### src/rtl/fetch_predict_stage_pkg.sv
// Shared decode constants and helpers for the fetch/branch-predict stage.
package fetch_predict_stage_pkg;

  localparam logic [4:0]  OPCODE_BRANCH = 5'b11000;
  localparam logic [31:0] NOP_INST      = 32'h00000033;
  localparam int          BHT_DEPTH     = 16;
  localparam int          BHT_IDX_W     = 4;
  localparam logic [1:0]  CTR_RESET     = 2'b01;

  function automatic logic is_branch(input logic [6:0] opcode);
    return (opcode[6:2] == OPCODE_BRANCH) && (opcode[1:0] == 2'b11);
  endfunction

  function automatic logic [31:0] sext_b_imm(input logic [12:0] imm);
    return {{19{imm[12]}}, imm};
  endfunction

endpackage

### src/rtl/fetch_predict_stage_branch_history_table.sv
// Table of 2-bit saturating counters; combinational read of the taken bit,
// registered update. A same-index read and write in one cycle returns the old value.
module branch_history_table
  import fetch_predict_stage_pkg::*;
(
  input  logic                 clk,
  input  logic                 rst,
  input  logic [BHT_IDX_W-1:0] rd_idx,
  output logic                 rd_taken,
  input  logic                 wr_en,
  input  logic [BHT_IDX_W-1:0] wr_idx,
  input  logic                 taken
);

  logic [1:0] ctr [BHT_DEPTH];

  assign rd_taken = ctr[rd_idx][1];

  always_ff @(posedge clk) begin
    if (rst) begin
      for (int i = 0; i < BHT_DEPTH; i++) begin
        ctr[i] <= CTR_RESET;
      end
    end else if (wr_en) begin
      if (taken && (ctr[wr_idx] != 2'b11)) begin
        ctr[wr_idx] <= ctr[wr_idx] + 2'd1;
      end else if (!taken && (ctr[wr_idx] != 2'b00)) begin
        ctr[wr_idx] <= ctr[wr_idx] - 2'd1;
      end
    end
  end

endmodule

### src/rtl/fetch_predict_stage.sv
// Fetch PC generation with BHT-based branch prediction and the IF/ID register.
// One-cycle fetch-to-ID latency; stall holds PC and IF/ID, a mispredict flushes IF/ID.
module fetch_predict_stage
  import fetch_predict_stage_pkg::*;
(
  input  logic        clk,
  input  logic        rst,
  input  logic        stall,
  input  logic [31:0] imem_inst,
  input  logic        resolve_valid,
  input  logic        resolve_taken,
  input  logic [31:0] resolve_target,
  output logic [31:0] pc_out,
  output logic [31:0] if_id_pc,
  output logic [31:0] if_id_inst,
  output logic        if_id_pred_taken,
  output logic        mispredict
);

  logic        fetch_branch;
  logic        ctr_taken;
  logic        pred_taken;
  logic        resolve_ok;
  logic [12:0] b_imm;
  logic [31:0] pred_target;
  logic        unused_inst_bits;

  assign fetch_branch = is_branch(imem_inst[6:0]);
  assign pred_taken   = fetch_branch & ctr_taken;
  assign b_imm        = {imem_inst[31], imem_inst[7], imem_inst[30:25], imem_inst[11:8], 1'b0};
  assign pred_target  = pc_out + sext_b_imm(b_imm);

  // Register/funct fields play no part in prediction.
  assign unused_inst_bits = ^imem_inst[24:12];

  // A resolution arriving under stall is dropped entirely: no redirect, no training.
  assign resolve_ok = resolve_valid & ~stall;
  assign mispredict = resolve_ok & (resolve_taken != if_id_pred_taken);

  branch_history_table u_bht (
    .clk      (clk),
    .rst      (rst),
    .rd_idx   (pc_out[BHT_IDX_W+1:2]),
    .rd_taken (ctr_taken),
    .wr_en    (resolve_ok),
    .wr_idx   (if_id_pc[BHT_IDX_W+1:2]),
    .taken    (resolve_taken)
  );

  always_ff @(posedge clk) begin
    if (rst) begin
      pc_out           <= '0;
      if_id_pc         <= '0;
      if_id_inst       <= NOP_INST;
      if_id_pred_taken <= 1'b0;
    end else if (mispredict) begin
      pc_out           <= resolve_taken ? resolve_target : (if_id_pc + 32'd4);
      if_id_pc         <= '0;
      if_id_inst       <= NOP_INST;
      if_id_pred_taken <= 1'b0;
    end else if (!stall) begin
      pc_out           <= pred_taken ? pred_target : (pc_out + 32'd4);
      if_id_pc         <= pc_out;
      if_id_inst       <= imem_inst;
      if_id_pred_taken <= pred_taken;
    end
  end

endmodule
### config.mk
export PLATFORM = sky130hd
export DESIGN_NAME = fetch_predict_stage
export DESIGN_NICKNAME = d
export VERILOG_FILES = /design/src/rtl/fetch_predict_stage_pkg.sv /design/src/rtl/fetch_predict_stage_branch_history_table.sv /design/src/rtl/fetch_predict_stage.sv
export SDC_FILE = /design/constraint.sdc
export NUM_CORES = 1
export LEC_CHECK = 0
export CAP_MARGIN = 20
export CORE_MARGIN = 4
export CORE_UTILIZATION = 45
export CTS_BUF_LIST = sky130_fd_sc_hd__clkbuf_2 sky130_fd_sc_hd__clkbuf_4 sky130_fd_sc_hd__clkbuf_8
export CTS_CLUSTER_DIAMETER = 50
export DETAILED_ROUTE_END_ITERATION = 16
export GPL_ROUTABILITY_DRIVEN = 0
export PLACE_DENSITY = 0.73
export SETUP_SLACK_MARGIN = 0.15
export SLEW_MARGIN = 20
export SYNTH_ARGS = -nofsm -noshare
export SYNTH_HDL_FRONTEND = slang
export SYNTH_HIERARCHICAL = 1
export SYNTH_SLANG_ARGS = --single-unit
### constraint.sdc
create_clock -name clk -period 3.4 [get_ports clk]
set_input_delay 1.02 -clock clk [delete_from_list [all_inputs] [get_ports clk]]
set_output_delay 1.02 -clock clk [all_outputs]
set_load 0.02 [all_outputs]
Word-level counts from Yosys, hierarchy flattened --
Memory sizes are Yosys's and may differ from the RTL's. A register that Yosys moved wholly into a read port is not among the register bits. Cells that the tools add are included.
Storage, ports and cells: register bits after elaboration 97, memories kept 1, word-level logic and storage cells 50, memory bits (writable) 32, bits in read-only memories 0, input bits 69, bits in latches 0, output and inout bits 98
Cells by class: magnitude comparators 0, div/mod/pow operators 0, reduce and logical (&&, ||, !) cells 7, shift-type cells 0, bitwise logic cells 5, eq/ne operators 5, add/sub/neg operators 5, multiplexer cells 23, multipliers 0
Memory list:
- u_bht.ctr | depth 16, bits a word 2, rd ports 2, clocked after memory_dff 2, write ports 16, RTL line fetch_predict_stage_branch_history_table.sv:15 | logic [1:0] ctr [BHT_DEPTH];
Operator list (number):
- 2-to-1 mux 32 bit | 4
- adder 32 x 3 -> 32 bit, second input constant | 2
- adder 32 bit | 1
- 2-to-1 mux 4 bit | 5
- 2-to-1 mux 1 bit | 12
- equality test 5 bit, second input constant | 1
- 2-to-1 mux 2 bit | 2
- OR reduction 2 bit | 2
- AND 1 bit | 3
- logical AND 1 bit | 3
- adder 2 x 1 -> 2 bit, second input constant | 1
- equality test 2 bit, second input constant | 1
- != test 2 x 1 -> 1 bit, second input constant | 1
- != test 2 bit, second input constant | 1
- nonzero test 2 bit | 1
- subtractor 2 x 1 -> 2 bit, second input constant | 1
- zero test 1 bit | 1
- != test 1 bit | 1
- NOT 1 bit | 1
- OR 1 bit | 1

Longest topological paths before layout --
Gate-level depths: netlist (run 1).
depth after elaboration 10, depth in mapped cells 12, depth with buffers taken out 12

Modules after synthesis --
Netlist (run 1), hierarchy kept.
Modules (own cells, without submodules):
- fetch_predict_stage | cells an instance 886, times used 1, area each 6926.6 sq um, seq. area each 1941.9 sq um
- branch_history_table | cells an instance 158, times used 1, area each 1996.9 sq um, seq. area each 960.9 sq um

Least setup slack after synthesis (run 1) --
No wires, ideal clock.
path type input to register, from input port imem_inst[27], to register pc_out[30], buffers on the path 0, library setup time 0.131 ns, data arrival time 3.216 ns, path slack 0.053 ns, data required time 3.269 ns, stages on the path 10, cells stage by stage ha_1 > a211oi_1 > o21ai_1 > a21oi_2 > a211oi_4 > a211oi_2 > a211oi_1 > or4_1 > a21oi_1 > o22ai_1
Between the ends: longest elaborated chain between the ends 4
Ends and longest elaborated chain:
- start, declared | RTL line fetch_predict_stage.sv:9 | input logic [31:0] imem_inst,
- adder 32 bit | RTL line fetch_predict_stage.sv:31 | assign pred_target = pc_out + sext_b_imm(b_imm);
- 2-to-1 mux 32 bit | RTL line fetch_predict_stage.sv:62 | pc_out <= pred_taken ? pred_target : (pc_out + 32'd4);
- 2-to-1 mux 32 bit | RTL line fetch_predict_stage.sv:61 | end else if (!stall) begin
- 2-to-1 mux 32 bit | RTL line fetch_predict_stage.sv:56 | end else if (mispredict) begin
- end signal, assigned | RTL line fetch_predict_stage.sv:57 | pc_out <= resolve_taken ? resolve_target : (if_id_pc + 32'd4);
- end signal, assigned | RTL line fetch_predict_stage.sv:62
- end, declared | RTL line fetch_predict_stage.sv:13 | output logic [31:0] pc_out,
Every way passes these cells. The select of a mux whose other input is x is not followed. A chain may end at the register's enable or synchronous reset.

Worst setup path after layout (run 1) --
from input port resolve_valid, to output port mispredict
Between the ends: longest elaborated chain between the ends 2
Ends and longest elaborated chain:
- start, declared | RTL line fetch_predict_stage.sv:10 | input logic resolve_valid,
- AND 1 bit | RTL line fetch_predict_stage.sv:37 | assign resolve_ok = resolve_valid & ~stall;
- named net resolve_ok | RTL line fetch_predict_stage.sv:23 | logic resolve_ok;
- AND 1 bit | RTL line fetch_predict_stage.sv:38 | assign mispredict = resolve_ok & (resolve_taken != if_id_pred_taken);
- end, declared | RTL line fetch_predict_stage.sv:17 | output logic mispredict
The timed path passes the listed nets, and every way through them passes these cells.

==> results of run 1 <==
[state kept, by name, indices dropped and copies added (netlist names)]
| name | count |
|---|---|
| u_bht/ctr | 32 |
| if_id_pc | 32 |
| if_id_inst | 32 |
| pc_out | 32 |
| if_id_pred_taken | 1 |
[cells in the mapped netlist, drive strengths merged, types with 7 or more instances]
master | instances | share of area
nor2 | 132 | 0.056
nand2 | 103 | 0.043
dfxtp | 97 | 0.22
mux2i | 75 | 0.091
a21oi | 61 | 0.035
clkbuf | 53 | 0.022
o21ai | 47 | 0.027
nand3 | 40 | 0.022
xor2 | 37 | 0.036
edfxtp | 32 | 0.11
ha | 32 | 0.045
xnor2 | 31 | 0.030
nor3 | 27 | 0.015
a211oi | 25 | 0.023
inv | 23 | 0.0097
a21o | 21 | 0.018
o211ai | 19 | 0.016
nand4 | 16 | 0.011
and3 | 14 | 0.0098
buf | 14 | 0.0091
o21bai | 14 | 0.012
mux4 | 13 | 0.034
nor2b | 12 | 0.0084
a221oi | 11 | 0.011
nor4 | 10 | 0.0091
and2 | 7 | 0.0049
or3 | 7 | 0.0049
[critical path, stage by stage]
cell and delay (ns):
clkdlybuf4s50_1 0.47, nor2b_4 0.20, nand2_1 0.13, clkinv_1 0.09
clkdlybuf4s15_2 0.27
[path summary, 6_finish.rpt]
| kind | endpoint | startpoint | slack [ns] | cells past startpoint |
|---|---|---|---|---|
| worst max-delay path | mispredict | resolve_valid | 0.19 | 5 |
| worst min-delay path | if_id_inst[0] | if_id_inst[0] | 0.49 | 2 |
| worst max register to register | pc_out[29] | pc_out[2] | 0.28 | 9 |
| worst min register to register | if_id_inst[0] | if_id_inst[0] | 0.49 | 2 |
[layout make-up]
type,count,area [sq um],share of cell area
multi-input combinational,824,5970,0.485
tap,265,332,0.0269
clock inverter,15,146,0.0119
clock buffer,17,234,0.0190
inverter,24,90.1,0.00732
timing repair buffer,295,2640,0.214
sequential,129,2900,0.236
[per-stage QoR]
step / setup slack, ns / setup TNS (ns)
final: 0.193 / 0
after global routing: 0.141 / 0
after CTS: 0.167 / 0
after detailed placement: -0.616 / -9.37
after global placement: -0.547 / -7.95
after floorplan: 0.123 / 0
[power by group through the flow]
stage / Sequential [mW] / Combinational (mW) / Clock, mW
after floorplan: 1.77 / 0.476 / 0
after global placement: 1.72 / 0.942 / 0
after detailed placement: 1.72 / 0.955 / 0
after CTS: 1.69 / 0.999 / 1.34
after global routing: 1.70 / 1.10 / 1.43
final: 1.69 / 1.02 / 1.31
[logic make-up after synthesis]
family,after synthesis
simple gates,389
compound gates,243
flops,129
buf+inv,91
mux,91
xor+xnor,68
fa+ha+maj,33
[routing by layer]
| metal | vias to the layer above | share of wire | track usage |
|---|---|---|---|
| li1 | 4306 | - | - |
| met2 | 289 | 0.51 | 0.449 |
| met1 | 4255 | 0.40 | 0.310 |
| met5 | - | 0 | 0 |
| met3 | 56 | 0.060 | 0.0544 |
| met4 | 0 | 0.029 | 0.0915 |
[timing repair]
item                                    4_1_cts  5_1_grt
buffers inserted                              8        4
gates resized for setup                      49       35
cloned                                        1        0
endpoints found under the hold margin         0        0
endpoints found under the setup margin       15       12
pin swaps                                    18       25
==> impl_metrics.toml, run 1 <==
[drt]
drtIter0Drc = 590
via_per_inst = 5.68
drt-total-wl_microns = 28700
first_pass_iters = 6
drc = 0
wl_per_cell_microns = 18.3
antenna_left = 0
vias = 8906

[layout]
final_common_cell = "clkdlybuf4s50_1"
fin_area_sq_um = 12300
fill_cells = 1641
drive_gt1_frac = 0.192
fin_cells = 1569
fin_nets = 1393
most-common-layout-cells = "clkdlybuf4s50_1 (150), nor2_1 (132), buf_4 (124)"
n_antenna_cell = 0
utilization = 0.633
syn2layout_area_growth_pct = 38.0

[run]
cap_violations = 0

[synthesis]
synthAdderAreaFrac = 0.0471
yosysSeqAreaShare = 0.325
synth-edff-count = 32
yosys_warnings = 6
synthFlopType = "dfxtp_1"
ys_ff_latch = 129
synthXorXnorAreaFrac = 0.0667
ys_async_sr_fraction = 0
synth_compound_area_frac = 0.187
syn_inst = 1044
synthSimpleGateAreaFrac = 0.203
syn_area_sq_um = 8920
synth_cell_type_count = 78
avgSynthCellArea_sq_um = 8.55
synth_top_family_by_area = "simple AND/OR/NAND/NOR gates"
syn-num-nets = 1146
muxShareOfSynthArea = 0.129

[global_route]
grt_max_degree = 88
grt_pass1_vias = 8820
antenna_found_initial = 0
grt-ovfl-total = 0
grt.total_usage = 0.256
grt_first_pass_wirelength_microns = 45600

[place]
post-dp-hpwl_microns = 20800
portBuffers = 166
place_area_sq_um = 11600
dp_cells = 1524

[timing]
hold_violations = 0
whs_ns = 0.486
worstMarginPinSlew_ns = 0.852
final_max_slew_viol_count = 0
post-route-min-period_ns = 3.21
fin_skew_ns = 0.0132
rsz0062_at_grt = "no"
slew_headroom = 0.432
setup_viol = 0
max_freq_mhz = 312
timing.final.crit_share = 0.943

[setup_path]
cp_max_fo = 2
crit_path_end_kind = "primary output"
worst_ep_required_time_ns = 2.38
criticalPathCategory = "input port to primary output"
start_kind = "input port"
arrival_ns = 2.19

[pwr]
peakVddDrop_mv = 0.331
swShare = 0.323
p_clk_frac = 0.326
share_comb_of_total_power = 0.254
p_switching_mw = 1.30
p_per_area_nw_per_um2 = 327
p_int_mw = 2.72
power_mw = 4.02
p_leak_nw = 4.85
pwr-share-seq = 0.420

[run_status]
outcome = "completed"

[cts]
cts_num_sinks = 129
root_buffer = "clkbuf_8"
cts_tree = "built"
cts_hold_buf = 0
clockBufferDepth = 2
cts_buffers = 17
clkLatencyLatePin_ns = 0.46
h-tree-depth = 4
clk_pin_slew_ns = 0.09

[floorplan]
row_count = 51
dieArea_sq_um = 22100
initial_core_util = 0.459
die_w_microns = 149
core_area_sq_um = 19500
ioPinCount = 167
die_y_microns = 149

[worst_hold_path]
worstHoldPathType = "flop to flop"
No activity file was read; power rests on OpenSTA's default activity.
==> run 2, diff against run 1 <==
- CELL_PAD_IN_SITES_DETAIL_PLACEMENT: default -> 1
- CELL_PAD_IN_SITES_GLOBAL_PLACEMENT: default -> 1
- CORE_UTILIZATION: 45 -> 37
- PLACE_DENSITY: 0.73 -> default
- PLACE_DENSITY_LB_ADDON: default -> 0.1
==> impl_metrics.toml, run 2 (same netlist as run 1, synthesis figures left out) <==
[run_status]
outcome = "completed"

[pwr]
share_comb_of_total_power = 0.252
peakVddDrop_mv = 0.200
p_clk_frac = 0.344
p_per_area_nw_per_um2 = 335
swShare = 0.338
p_int_mw = 2.76
p_leak_nw = 4.85
pwr-share-seq = 0.405
p_switching_mw = 1.41

[drt]
wl_per_cell_microns = 20.7
drt-total-wl_microns = 33700
drc = 0
vias = 8969
via_per_inst = 5.51
antenna_left = 0
first_pass_iters = 5
drtIter0Drc = 461

[setup_path]
worstSetupStartpoint = "imem_inst[28]"
arrival_ns = 3.55
worst_ep_required_time_ns = 3.75
crit_path_cell_trace = "dlygate4sd2_1 > ha_4 > nand2_2 > or4_4 > a211oi_4 > a211oi_4 > buf_12 > o311ai_4 > o41ai_2 > a221oi_2 > nor3_1"
critPathBufInv = 2
crit_path_end_kind = "flop"
start_kind = "input port"
criticalPathCategory = "input port to flop"
cp_common_cell = "a211oi_4"
slowest_stage = "or4_4"
cp_top_family = "compound AO/OA/AOI/OAI gates"
r2r-start = "pc_out[2]"
max_stage_delay_ns = 0.56
cp_max_fo = 6

[layout]
fin_nets = 1399
most-common-layout-cells = "clkdlybuf4s50_1 (150), nor2_1 (132), buf_4 (131)"
syn2layout_area_growth_pct = 39.4
final_common_cell = "clkdlybuf4s50_1"
fill_cells = 2761
utilization = 0.527
drive_gt1_frac = 0.192
n_antenna_cell = 0

[timing]
hold_violations = 0
setup_viol = 0
worstMarginPinSlew_ns = 0.987
post-route-min-period_ns = 3.20
final_max_slew_viol_count = 0
fin_ws_ns = 0.196
fin_skew_ns = 0.0157
tns_ns = 0
timing.final.crit_share = 0.942
rsz0062_at_grt = "yes"
max_freq_mhz = 312
slew_headroom = 0.342

[worst_hold_path]
worstHoldPathType = "flop to flop"
min-delay-start = "if_id_inst[1]"

[global_route]
grt-ovfl-total = 0
grt_first_pass_wirelength_microns = 52000
grt_max_degree = 66
antenna_found_initial = 0
grt.total_usage = 0.247
grt_pass1_vias = 9337

[cts]
root_buffer = "clkbuf_8"
h-tree-depth = 4
cts_num_sinks = 129
clkLatencyLatePin_ns = 0.48
cts_hold_buf = 0
clockBufferDepth = 2
cts_tree = "built"
clk_pin_slew_ns = 0.09
cts_buffers = 17

[floorplan]
die_y_microns = 163
initial_core_util = 0.378
dieArea_sq_um = 26700
ioPinCount = 167
die_w_microns = 163
row_count = 56
core_area_sq_um = 23600

[run]
cap_violations = 0

[place]
pre_cts_slack_ns = -0.695
post-dp-hpwl_microns = 24500
portBuffers = 166
## run 2: power groups by stage
stage / logic, mW / registers, mW / clock network (mW)
floorplan: 0.476 / 1.77 / 0
global placement: 0.979 / 1.72 / 0
detailed placement: 0.993 / 1.72 / 0
CTS: 1.01 / 1.69 / 1.47
global route: 1.13 / 1.70 / 1.52
finish: 1.05 / 1.69 / 1.43
## run 2: final cells by class
| cell class | instances | area, sq um | area share |
|---|---|---|---|
| Multi-Input combinational cell | 824 | 5950 | 0.479 |
| Sequential cell | 129 | 2910 | 0.234 |
| Timing Repair Buffer | 301 | 2680 | 0.216 |
| Tap cell | 319 | 399 | 0.0321 |
| Clock buffer | 18 | 248 | 0.0199 |
| Clock inverter | 14 | 161 | 0.0130 |
| Inverter | 24 | 90.1 | 0.00724 |
## run 2: what timing repair did
| item | in CTS | in global routing |
|---|---|---|
| resized for setup | 40 | 32 |
| setup buffers | 1 | 6 |
| pin swaps | 15 | 26 |
| setup endpoints to repair | 21 | 12 |
| cloned | 0 | 1 |
## run 2: worst paths after layout
path	cells past startpoint	slack (ns)	endpoint
max	11	0.20	pc_out[24]
min	2	0.49	if_id_inst[1]
max reg2reg	9	0.28	pc_out[9]
min reg2reg	2	0.49	if_id_inst[1]
## run 2: stage by stage
stage                     cells  area [sq um]  power (mW)  hold WS (ns)
after floorplan            1044          8970        2.25         0.582
after global placement     1589         11700        2.70         0.461
after detailed placement   1589         11700        2.71         0.470
after CTS                  1622         12300        4.17         0.494
after global routing       1629         12400        4.35         0.524
final                      1629         12400        4.17         0.493
## run 2: tightest hold or removal path, cell delays in order (launching register included)
cell and delay [ns]:
dfxtp_1 0.33, mux2i_1 0.07, nand2_1 0.06
## run 2: routing by layer
| layer | track usage | part of all wire | wire [microns] |
|---|---|---|---|
| met1 | 0.311 | 0.44 | 14700 |
| met2 | 0.442 | 0.51 | 17200 |
| met3 | 0.0363 | 0.034 | 1160 |
| met4 | 0.0660 | 0.018 | 622 |
| met5 | 0 | 0 | 0 |
